File: config.mk
export PLATFORM = sky130hd
export DESIGN_NAME = fifo_param_flat
export DESIGN_NICKNAME = d
export VERILOG_FILES = /design/src/rtl/fifo_param_pkg.sv /design/src/rtl/fifo_param_if.sv /design/src/rtl/fifo_mem.sv /design/src/rtl/fifo_param.sv /design/src/flat_wrapper.sv
export SDC_FILE = /design/constraint.sdc
export NUM_CORES = 1
export LEC_CHECK = 0
export BUFFER_PORTS_ARGS = -buffer_cell sky130_fd_sc_hd__buf_2
export CAP_MARGIN = 30
export CORE_ASPECT_RATIO = 0.5
export CORE_UTILIZATION = 58
export DETAILED_ROUTE_END_ITERATION = 10
export PLACE_DENSITY = 0.88
export SYNTH_ARGS = -nofsm -noshare
export SYNTH_HDL_FRONTEND = slang
export SYNTH_HIERARCHICAL = 1
export SYNTH_SLANG_ARGS = --single-unit
File: constraint.sdc
create_clock -name clk -period 2.5 [get_ports clk]
set_input_delay 0.5 -clock clk [delete_from_list [all_inputs] [get_ports clk]]
set_output_delay 0.5 -clock clk [all_outputs]
set_load 0.05 [all_outputs]
File: src/rtl/fifo_param_pkg.sv
// Shared sizing constants and the per-cycle operation encoding for the
// parameterised synchronous FIFO.
package fifo_param_pkg;

  localparam int DATA_SIZE_DEF = 8;
  localparam int ADDR_SIZE_DEF = 3;

  function automatic int depth_of(input int addr_size);
    return 1 << addr_size;
  endfunction

  function automatic int count_w_of(input int addr_size);
    return addr_size + 1;
  endfunction

  localparam int DEPTH_DEF   = depth_of(ADDR_SIZE_DEF);
  localparam int COUNT_W_DEF = count_w_of(ADDR_SIZE_DEF);

  // {read accepted, write accepted}
  typedef enum logic [1:0] {
    OP_IDLE = 2'b00,
    OP_PUSH = 2'b01,
    OP_POP  = 2'b10,
    OP_BOTH = 2'b11
  } fifo_op_e;

endpackage

File: src/rtl/fifo_param_if.sv
// Producer/consumer-facing bus of fifo_param: requests, thresholds and status.
interface fifo_param_if
  import fifo_param_pkg::*;
#(
  parameter int DATA_SIZE = DATA_SIZE_DEF,
  parameter int ADDR_SIZE = ADDR_SIZE_DEF
);

  logic                   write;
  logic                   read;
  logic [DATA_SIZE-1:0]   data_in_push;
  logic [ADDR_SIZE:0]     th_high;
  logic [ADDR_SIZE:0]     th_low;
  logic                   error_clear;

  logic [DATA_SIZE-1:0]   data_out_pop;
  logic                   data_out_valid;
  logic [ADDR_SIZE:0]     fifo_count;
  logic                   fifo_empty;
  logic                   fifo_full;
  logic                   almost_full;
  logic                   almost_empty;
  logic                   fifo_pause;
  logic                   fifo_error;

  modport master (
    output write, read, data_in_push, th_high, th_low, error_clear,
    input  data_out_pop, data_out_valid, fifo_count, fifo_empty, fifo_full,
           almost_full, almost_empty, fifo_pause, fifo_error
  );

  modport slave (
    input  write, read, data_in_push, th_high, th_low, error_clear,
    output data_out_pop, data_out_valid, fifo_count, fifo_empty, fifo_full,
           almost_full, almost_empty, fifo_pause, fifo_error
  );

endinterface

File: src/rtl/fifo_mem.sv
// DEPTH x DATA_SIZE storage: one write port, one registered read port.
// Neither the array nor the read register is reset.
module fifo_mem
  import fifo_param_pkg::*;
#(
  parameter int DATA_SIZE = DATA_SIZE_DEF,
  parameter int ADDR_SIZE = ADDR_SIZE_DEF
) (
  input  logic                 clk,
  input  logic                 wr_en,
  input  logic [ADDR_SIZE-1:0] wr_addr,
  input  logic [DATA_SIZE-1:0] wr_data,
  input  logic                 rd_en,
  input  logic [ADDR_SIZE-1:0] rd_addr,
  output logic [DATA_SIZE-1:0] rd_data_p1
);

  localparam int DEPTH = depth_of(ADDR_SIZE);

  logic [DATA_SIZE-1:0] mem [DEPTH];

  // A same-address read and write returns the old word, which is what a
  // simultaneous push/pop on a full FIFO needs.
  always_ff @(posedge clk) begin
    if (wr_en) begin
      mem[wr_addr] <= wr_data;
    end
    if (rd_en) begin
      rd_data_p1 <= mem[rd_addr];
    end
  end

endmodule

File: src/rtl/fifo_param.sv
// Single-clock parameterised FIFO: pointers, occupancy, threshold flags and
// a sticky overflow/underflow error around a fifo_mem storage array.
module fifo_param
  import fifo_param_pkg::*;
#(
  parameter int DATA_SIZE = DATA_SIZE_DEF,
  parameter int ADDR_SIZE = ADDR_SIZE_DEF
) (
  input  logic         clk,
  input  logic         reset,
  fifo_param_if.slave  bus
);

  localparam int                 DEPTH     = depth_of(ADDR_SIZE);
  localparam int                 COUNT_W   = count_w_of(ADDR_SIZE);
  localparam logic [COUNT_W-1:0] DEPTH_CNT = COUNT_W'(DEPTH);

  logic [ADDR_SIZE-1:0] wr_ptr;
  logic [ADDR_SIZE-1:0] rd_ptr;
  logic [COUNT_W-1:0]   count;
  logic                 err_q;
  logic                 vld_p1;
  logic                 rd_seen;
  logic [DATA_SIZE-1:0] rd_data_p1;

  logic                 full;
  logic                 empty;
  logic                 wr_acc;
  logic                 rd_acc;
  logic                 err_set;
  fifo_op_e             op;

  always_comb begin
    full    = (count == DEPTH_CNT);
    empty   = (count == '0);
    rd_acc  = bus.read && !empty;
    wr_acc  = bus.write && (!full || rd_acc);
    err_set = (bus.write && full && !rd_acc) || (bus.read && empty);
    op      = fifo_op_e'({rd_acc, wr_acc});
  end

  fifo_mem #(
    .DATA_SIZE (DATA_SIZE),
    .ADDR_SIZE (ADDR_SIZE)
  ) u_mem (
    .clk        (clk),
    .wr_en      (wr_acc),
    .wr_addr    (wr_ptr),
    .wr_data    (bus.data_in_push),
    .rd_en      (rd_acc),
    .rd_addr    (rd_ptr),
    .rd_data_p1 (rd_data_p1)
  );

  // Stage p0 -> p1: pointers, occupancy, error and pop-valid registers
  always_ff @(posedge clk or negedge reset) begin
    if (!reset) begin
      wr_ptr  <= '0;
      rd_ptr  <= '0;
      count   <= '0;
      err_q   <= 1'b0;
      vld_p1  <= 1'b0;
      rd_seen <= 1'b0;
    end else begin
      if (wr_acc) begin
        wr_ptr <= wr_ptr + ADDR_SIZE'(1);
      end
      if (rd_acc) begin
        rd_ptr  <= rd_ptr + ADDR_SIZE'(1);
        rd_seen <= 1'b1;
      end
      unique case (op)
        OP_PUSH: count <= count + COUNT_W'(1);
        OP_POP:  count <= count - COUNT_W'(1);
        default: count <= count;
      endcase
      if (err_set) begin
        err_q <= 1'b1;
      end else if (bus.error_clear) begin
        err_q <= 1'b0;
      end
      vld_p1 <= rd_acc;
    end
  end

  // The storage read register is unreset, so the popped word is masked to
  // zero until the first pop after reset; afterwards it simply holds.
  assign bus.data_out_pop   = rd_seen ? rd_data_p1 : '0;
  assign bus.data_out_valid = vld_p1;
  assign bus.fifo_count     = count;
  assign bus.fifo_empty     = empty;
  assign bus.fifo_full      = full;
  assign bus.almost_full    = (count >= bus.th_high);
  assign bus.almost_empty   = (count <= bus.th_low);
  assign bus.fifo_pause     = (count >= bus.th_high) || full;
  assign bus.fifo_error     = err_q;

endmodule

File: src/flat_wrapper.sv
// flat-port wrapper written by rule: the top's interface ports become plain ports
module fifo_param_flat import fifo_param_pkg::*;
#(
  parameter int DATA_SIZE = DATA_SIZE_DEF,
  parameter int ADDR_SIZE = ADDR_SIZE_DEF
)
  (clk, reset, bus_write, bus_read, bus_data_in_push, bus_th_high, bus_th_low, bus_error_clear, bus_data_out_pop, bus_data_out_valid, bus_fifo_count, bus_fifo_empty, bus_fifo_full, bus_almost_full, bus_almost_empty, bus_fifo_pause, bus_fifo_error);
  fifo_param_if #(.DATA_SIZE(DATA_SIZE), .ADDR_SIZE(ADDR_SIZE)) bus_i ();
  input  logic clk;
  input  logic reset;
  input wire logic [$bits(bus_i.write)-1:0] bus_write;
  input wire logic [$bits(bus_i.read)-1:0] bus_read;
  input wire logic [$bits(bus_i.data_in_push)-1:0] bus_data_in_push;
  input wire logic [$bits(bus_i.th_high)-1:0] bus_th_high;
  input wire logic [$bits(bus_i.th_low)-1:0] bus_th_low;
  input wire logic [$bits(bus_i.error_clear)-1:0] bus_error_clear;
  output wire logic [$bits(bus_i.data_out_pop)-1:0] bus_data_out_pop;
  output wire logic [$bits(bus_i.data_out_valid)-1:0] bus_data_out_valid;
  output wire logic [$bits(bus_i.fifo_count)-1:0] bus_fifo_count;
  output wire logic [$bits(bus_i.fifo_empty)-1:0] bus_fifo_empty;
  output wire logic [$bits(bus_i.fifo_full)-1:0] bus_fifo_full;
  output wire logic [$bits(bus_i.almost_full)-1:0] bus_almost_full;
  output wire logic [$bits(bus_i.almost_empty)-1:0] bus_almost_empty;
  output wire logic [$bits(bus_i.fifo_pause)-1:0] bus_fifo_pause;
  output wire logic [$bits(bus_i.fifo_error)-1:0] bus_fifo_error;
  assign bus_i.write = bus_write;
  assign bus_i.read = bus_read;
  assign bus_i.data_in_push = bus_data_in_push;
  assign bus_i.th_high = bus_th_high;
  assign bus_i.th_low = bus_th_low;
  assign bus_i.error_clear = bus_error_clear;
  assign bus_data_out_pop = bus_i.data_out_pop;
  assign bus_data_out_valid = bus_i.data_out_valid;
  assign bus_fifo_count = bus_i.fifo_count;
  assign bus_fifo_empty = bus_i.fifo_empty;
  assign bus_fifo_full = bus_i.fifo_full;
  assign bus_almost_full = bus_i.almost_full;
  assign bus_almost_empty = bus_i.almost_empty;
  assign bus_fifo_pause = bus_i.fifo_pause;
  assign bus_fifo_error = bus_i.fifo_error;
  fifo_param #(.DATA_SIZE(DATA_SIZE), .ADDR_SIZE(ADDR_SIZE)) u_core (.clk(clk), .reset(reset), .bus(bus_i));
endmodule
Word-level counts from Yosys, hierarchy flattened
Memories as Yosys holds them, arrays and structs flattened. A register that Yosys moved wholly into a read port is not among the register bits.
Index checks and enable logic that the tools add are counted.
{ "word_totals": {"regBits": 13, "mem_bits_rw": 64, "input_bits": 21, "output_inout_bits": 19, "elab_cells": 36, "mem_count": 1} }
{ "classes": {"addsub": 4, "n_lt_le_gt_ge": 2, "n_eq_ne": 3, "muxes": 6, "reduce_logical": 14} }
{ "memory_table": {"columns": ["memory", "words", "word_bits", "read_ports", "rd_ports_with_merged_regs", "wr", "line", "rtl"], "rows": [
  ["u_core.u_mem.mem", 8, 8, 1, 1, 1, "fifo_mem.sv:20", "logic [DATA_SIZE-1:0] mem [DEPTH];"]
]} }
{ "op_table": {"columns": ["operator", "count"], "rows": [
  ["$mux W8", 1],
  ["$pmux W4 S2", 1],
  ["$add A3 B1 Y3 const B", 2],
  ["$logic_and A1 B1 Y1", 5],
  ["$add A4 B1 Y4 const B", 1],
  ["$eq A4 B4 Y1 const B", 1],
  ["$ge A4 B4 Y1", 1],
  ["$le A4 B4 Y1", 1],
  ["$logic_not A4 Y1", 1],
  ["$mux W1", 4],
  ["$reduce_bool A2 Y1", 2],
  ["$sub A4 B1 Y4 const B", 1],
  ["$logic_not A1 Y1", 3],
  ["$logic_or A1 B1 Y1", 3],
  ["$eq A2 B1 Y1 const B", 1],
  ["$eq A2 B2 Y1 const B", 1]
]} }

Depth between registers and ports, before layout
{ "depth": {"ltp_word": 7, "depth_mapped": 9, "mapped_depth_nobuf": 8} }

By module
The synthesis kept the hierarchy.
{ "by_module_without_submodules": {"columns": ["mod", "n_inst", "cells_per_inst", "area_per_inst_um2", "seq_area_each_um2"], "rows": [
  ["fifo_mem", 1, 114, 2771.4, 2162.1],
  ["fifo_param", 1, 103, 952.2, 325.3]
]} }

Worst setup path after synthesis
No wires, ideal clock.
{ "synth_timing": {"kind": "flip-flop to output port", "from": "register u_core.count[0] (netlist: u_core/bus.fifo_count[0])", "to": "output port bus_fifo_pause", "t_arrival_ns": 2.612, "required_ns": 2.000, "path_slack_ns": -0.612, "stages_incl_launch_ff": 7, "path_buffers": 0, "path_cell_list": "dfrtp_1 -> inv_2 -> ha_1 -> nand2b_1 -> a21oi_1 -> o21ai_1 -> nand2b_1"} }
{ "synth_via": {"elab_chain_cells": 2, "elab_cells_between_ends": 3, "cone_classes": "order compare: 1; eq/ne: 1; reduce/logical: 1"} }
{ "synth_rtl": {"columns": ["element", "line", "rtl"], "rows": [
  ["from (decl)", "fifo_param.sv:20", "logic [COUNT_W-1:0] count;"],
  ["from (signal assigned)", "fifo_param.sv:73", "OP_PUSH: count <= count + COUNT_W'(1);"],
  ["from (signal assigned)", "fifo_param.sv:74", "OP_POP: count <= count - COUNT_W'(1);"],
  ["from (signal assigned)", "fifo_param.sv:75", "default: count <= count;"],
  ["$ge A4 B4 Y1", null, null],
  ["via bus_almost_full", "flat_wrapper.sv:22", "output wire logic [$bits(bus_i.almost_full)-1:0] bus_almost_full;"],
  ["$logic_or A1 B1 Y1", "fifo_param.sv:95", "assign bus.fifo_pause = (count >= bus.th_high) || full;"],
  ["to (decl)", "flat_wrapper.sv:24", "output wire logic [$bits(bus_i.fifo_pause)-1:0] bus_fifo_pause;"]
]} }
The timed path passes the listed nets, and every way through them passes these cells.

Worst setup path in the final report
{ "layout_timing": {"from": "register u_core.count[0] (netlist: u_core/bus.fifo_count[0])", "to": "output port bus_fifo_pause"} }
{ "layout_via": {"elab_chain_cells": 2, "elab_cells_between_ends": 3, "cone_classes": "order compare: 1; eq/ne: 1; reduce/logical: 1"} }
{ "layout_rtl": {"columns": ["element", "line"], "rows": [
  ["$ge A4 B4 Y1 or $eq A4 B4 Y1 (tied branches)", "fifo_param.sv:95, fifo_param.sv:34"],
  ["$logic_or A1 B1 Y1 *", "fifo_param.sv:95"]
]} }
Every way passes the cells marked *; elsewhere a longest branch is shown, timed or not.

==> results.md <==
- The maximum fanout count along the critical path is 5.
- The critical path arrival is around 1.9 ns.
- The initial antenna violation count is 0.
- TritonCTS built the clock tree.
- The die is 115 µm wide.
- The final antenna-violating net count is 0.
- The slowest stage of the critical path belongs to the cell dfrtp_2.
- Power comes to roughly 5300 µW.
- The layout filler cell count is around 380.
- The via count of the routed design is 2085.
- The analysis attributes to cell leakage a power of 0.00168 µW.
- The post-placement cell count is 345.
- Synthesis instantiated 40 different standard cells from the library.
- The maximum root-to-sink buffer count is 2.
- The number of rows created at floorplan is 20.
- The net load switching power is approximately 2000 µW.
- The number of buffers and inverters on the critical path is 2.
- The total congestion overflow is 0.
- Clock-pin slew was measured on the worst setup and hold paths at ~0.070 ns.
- The pre-CTS setup slack is slightly below 0.4 ns.
- The worst setup path is captured at an output port.
- The global-route wire length before repair is 11.0 mm.
- The net count after synthesis is approximately 250.
- The quantity of hold-fixing buffers added after cts is 0.
- The critical path data required time is 2.00 ns.
- The smallest setup slack after layout is 0.136 ns.
- Yosys printed 6 warnings.
- The sequential element share of the synthesized area is 0.668.
- The synthesized area is about 3700 µm².
- Ranked by total cell area, the synthesized netlist is headed by edfxtp_1 58%, mux4_1 11%, dfrtp_1 8.7%.
- By startpoint and endpoint, the worst setup path is classified as reg -> out.
- In the synthesized netlist the async set-or-reset flop fraction comes to 0.153.
- The power density over the cells is 1210 nW/µm².
- The first-iteration detailed-routing DRC count is 154.
- The signal on the critical path passes through inv_2 -> ha_1 -> nand2b_1 -> a21oi_1 -> o21ai_2 -> nand2b_1 -> buf_2.
- The die area is 6760 µm².
- The area share of the leading cell type in the synthesized netlist is 0.581.
- The number of cells on the worst reg-to-reg path is 8.
- The I/O pin total is 40.
- For this run, the top clock speed supported by timing is 0.423 GHz.
- For this run, the leading register cell type out of synthesis is edfxtp_1.
- The initial core utilization is 0.607.
- The minimum clock period is ~2.4 ns.
- The number of nets in the finished design is 302.
- Leaving out filler cells and counting taps, the final layout contains 363.
- The tool flagged a number of max-cap violations equal to 0.
- The clock sink count is 85.
- The max-slew violation total from the final report is 0.
- The overall track demand over capacity in global routing is 0.238.
- The total core area is 6130 µm².
- Tracing the worst setup path back leads to its startpoint at u_core/bus.fifo_count[0]$_DFFE_PN0P_.
- The fraction of power consumed by the clock network is 0.235.
- The biggest area contributor in the post-synthesis netlist is edfxtp_1.
- The hold violation count in the final report is 0.
- On the critical path the largest part of the delay comes from flip-flops.
- Setup violations remaining at the end of the flow were counted as 0.
- The cell-internal power is 3320 µW.
- The flow ran to the end, and the final reports show no timing, DRC or antenna violations.
- Clock tree synthesis inserted a total of 9 buffers.
- The post-synthesis cell count is about 220.
- The proportion of power drawn by flip-flops and latches is 0.409.
- Dividing the detail-routed via count by the number of cells gives between 5 and 6.
- The number of global-route vias before repair came to 2040.
- The clock tree synthesis step divided the H-tree into 3 levels.
- The type of origin of the critical path is a register.
- The wire length reported by the detailed router is 7.12 mm.
- The die outline height is around 59 µm.
- The instance count on the critical path is 7.
- Of the available clock period, the critical path in the final layout requires 0.945.
- The post-synthesis area per instance is 17.2 µm².
- In this run the clock root is driven by a clkbuf_16.
- The signed area change from the synthesized netlist to the final layout is 16.6%.
- Setup repair after global routing left no endpoint under its margin.
- The maximum VDD drop is 0.467 mV.
- The number of antenna cells inserted is 0.
- On the worst path, the slowest cell contributes a delay of 0.44 ns.
- Entering global routing, the biggest net connects 19 pins.
- The worst min-delay path class is in -> async.
- In this run, synthesis inferred 72 flip-flops with an integrated enable.
- During placement, the flow inserted port buffers numbering 39.
- Of the total power, the share spent switching nets is 0.369.
- The share of layout cells above drive strength 1 is 0.313.
- The worst slew slack as a fraction of its limit is 0.533.
- The combinational share of power is 0.356.
- The HPWL after detailed placement is 4.21 mm.
- On the final layout, the worst clock skew is roughly 0.0084 ns.
- The last weighted congestion value of the routability-driven placer is 0.804.
- The pre-antenna-repair detailed-routing pass consisted of 4 iterations.
- The post-detailed-route wirelength per cell is 19.6 µm.
- The source-to-sink clock delay at the later pin of the worst-skew pair is 0.34 ns.
- The number of DRC violations after detailed routing is 0.
- For the pin with the worst max-slew slack, the measured transition is 0.701 ns.
- The cell type with the highest occurrence count on the critical path is nand2b_1.
- The number of synthesized register bits is 85.
- The worst register-to-register path begins at u_core/bus.fifo_count[1]$_DFFE_PN0P_.
synthesized netlist by cell type, types with 5 or more instances:
master    instances
o21ai_1           5
xnor2_1           5
mux4_1           15
edfxtp_1         72
and2_1            8
buf_2             5
a21oi_1           6
nor2_1            6
nand2b_1          6
nand2_1          13
mux2_2            8
inv_1            13
dfrtp_1          13
ha_1             11
repair_timing:
| item | CTS | global route |
|---|---|---|
| endpoints found under the setup margin | 0 | 1 |
| resized for setup | 0 | 1 |
| setup buffers | 0 | 2 |
per-layer routing:
| metal | GRT usage | wire length (µm) |
|---|---|---|
| met2 | 0.374 | 3380 |
| met3 | 0.0711 | 506 |
| met1 | 0.312 | 3090 |
| met5 | 0 | 0 |
| met4 | 0.115 | 145 |
logic make-up (layout without fill, tap and decap cells):
| kind of cell | after synthesis | after routing | synth area share |
|---|---|---|---|
| DFF | 85 | 85 | 0.668 |
| muxes | 27 | 27 | 0.144 |
| AOI/OAI and AO/OA | 24 | 24 | 0.0470 |
| buffers and inverters | 24 | 82 | 0.0323 |
| and+or+nand+nor | 40 | 40 | 0.0571 |
| adders and majority gates | 11 | 11 | 0.0370 |
| xor gates and xnor gates | 6 | 6 | 0.0141 |
power by group through the flow:
stage                     registers, µW  clock network [µW]  logic (µW)
after floorplan                    2180                   0        1360
after global placement             2150                   0        1750
after detailed placement           2180                   0        1800
after CTS                          2170                1250        1840
after global routing               2200                1320        2000
final                              2160                1240        1880
sequential cells by signal, indices dropped and copies added (netlist names):
name / flops
u_core/u_mem/mem: 64
u_core/bus.fifo_error: 1
u_core/wr_ptr: 3
u_core/rd_seen: 1
u_core/u_mem/rd_data_p1: 8
u_core/bus.data_out_valid: 1
u_core/bus.fifo_count: 4
u_core/rd_ptr: 3
placed cells by master (no fill, tap or decap), types with 3 or more instances in the layout:
cell type  count
buf_4         12
inv_6          3
mux4_1        15
a21oi_1        6
o21ai_1        5
edfxtp_1      72
clkbuf_16      9
ha_1          11
inv_1         13
xnor2_1        5
nand2_1       13
buf_2         39
mux2_2         8
nand2b_1       6
dfrtp_1       11
nor2_1         6
and2_1         8
final timing paths:
check                           slack [ns]                                   end
max in group asynchronous             2.23  u_core/bus.fifo_count[3]$_DFFE_PN0P_
worst min-delay path                  0.03     u_core/bus.fifo_error$_DFFE_PN0P_
worst max-delay path                  0.14                        bus_fifo_pause
worst min register to register        0.51     u_core/bus.fifo_error$_DFFE_PN0P_
min in group clk                      0.32     u_core/bus.fifo_error$_DFFE_PN0P_
worst max register to register        0.36  u_core/bus.fifo_count[2]$_DFFE_PN0P_
layout make-up:
class | count | area [µm²] | share of cell area
Timing Repair Buffer | 51 | 285 | 0.0657
Tap cell | 88 | 110 | 0.0254
Sequential cell | 85 | 2490 | 0.573
Inverter | 15 | 56.3 | 0.0130
Clock inverter | 7 | 56.3 | 0.0130
Clock buffer | 9 | 225 | 0.0519
Multi-Input combinational cell | 108 | 1120 | 0.258
per-stage QoR:
step	hold WS [ns]	TNS, ns	instance area, µm²	util
detailed placement	0.401	0	4050	0.660
global placement	0.398	0	4050	0.660
finish	0.0330	0	4340	0.708
CTS	0.0349	0	4330	0.706
floorplan	0.204	-0.116	3730	-
global route	0.0519	0	4340	0.708
(Power assumes the default switching activity.)
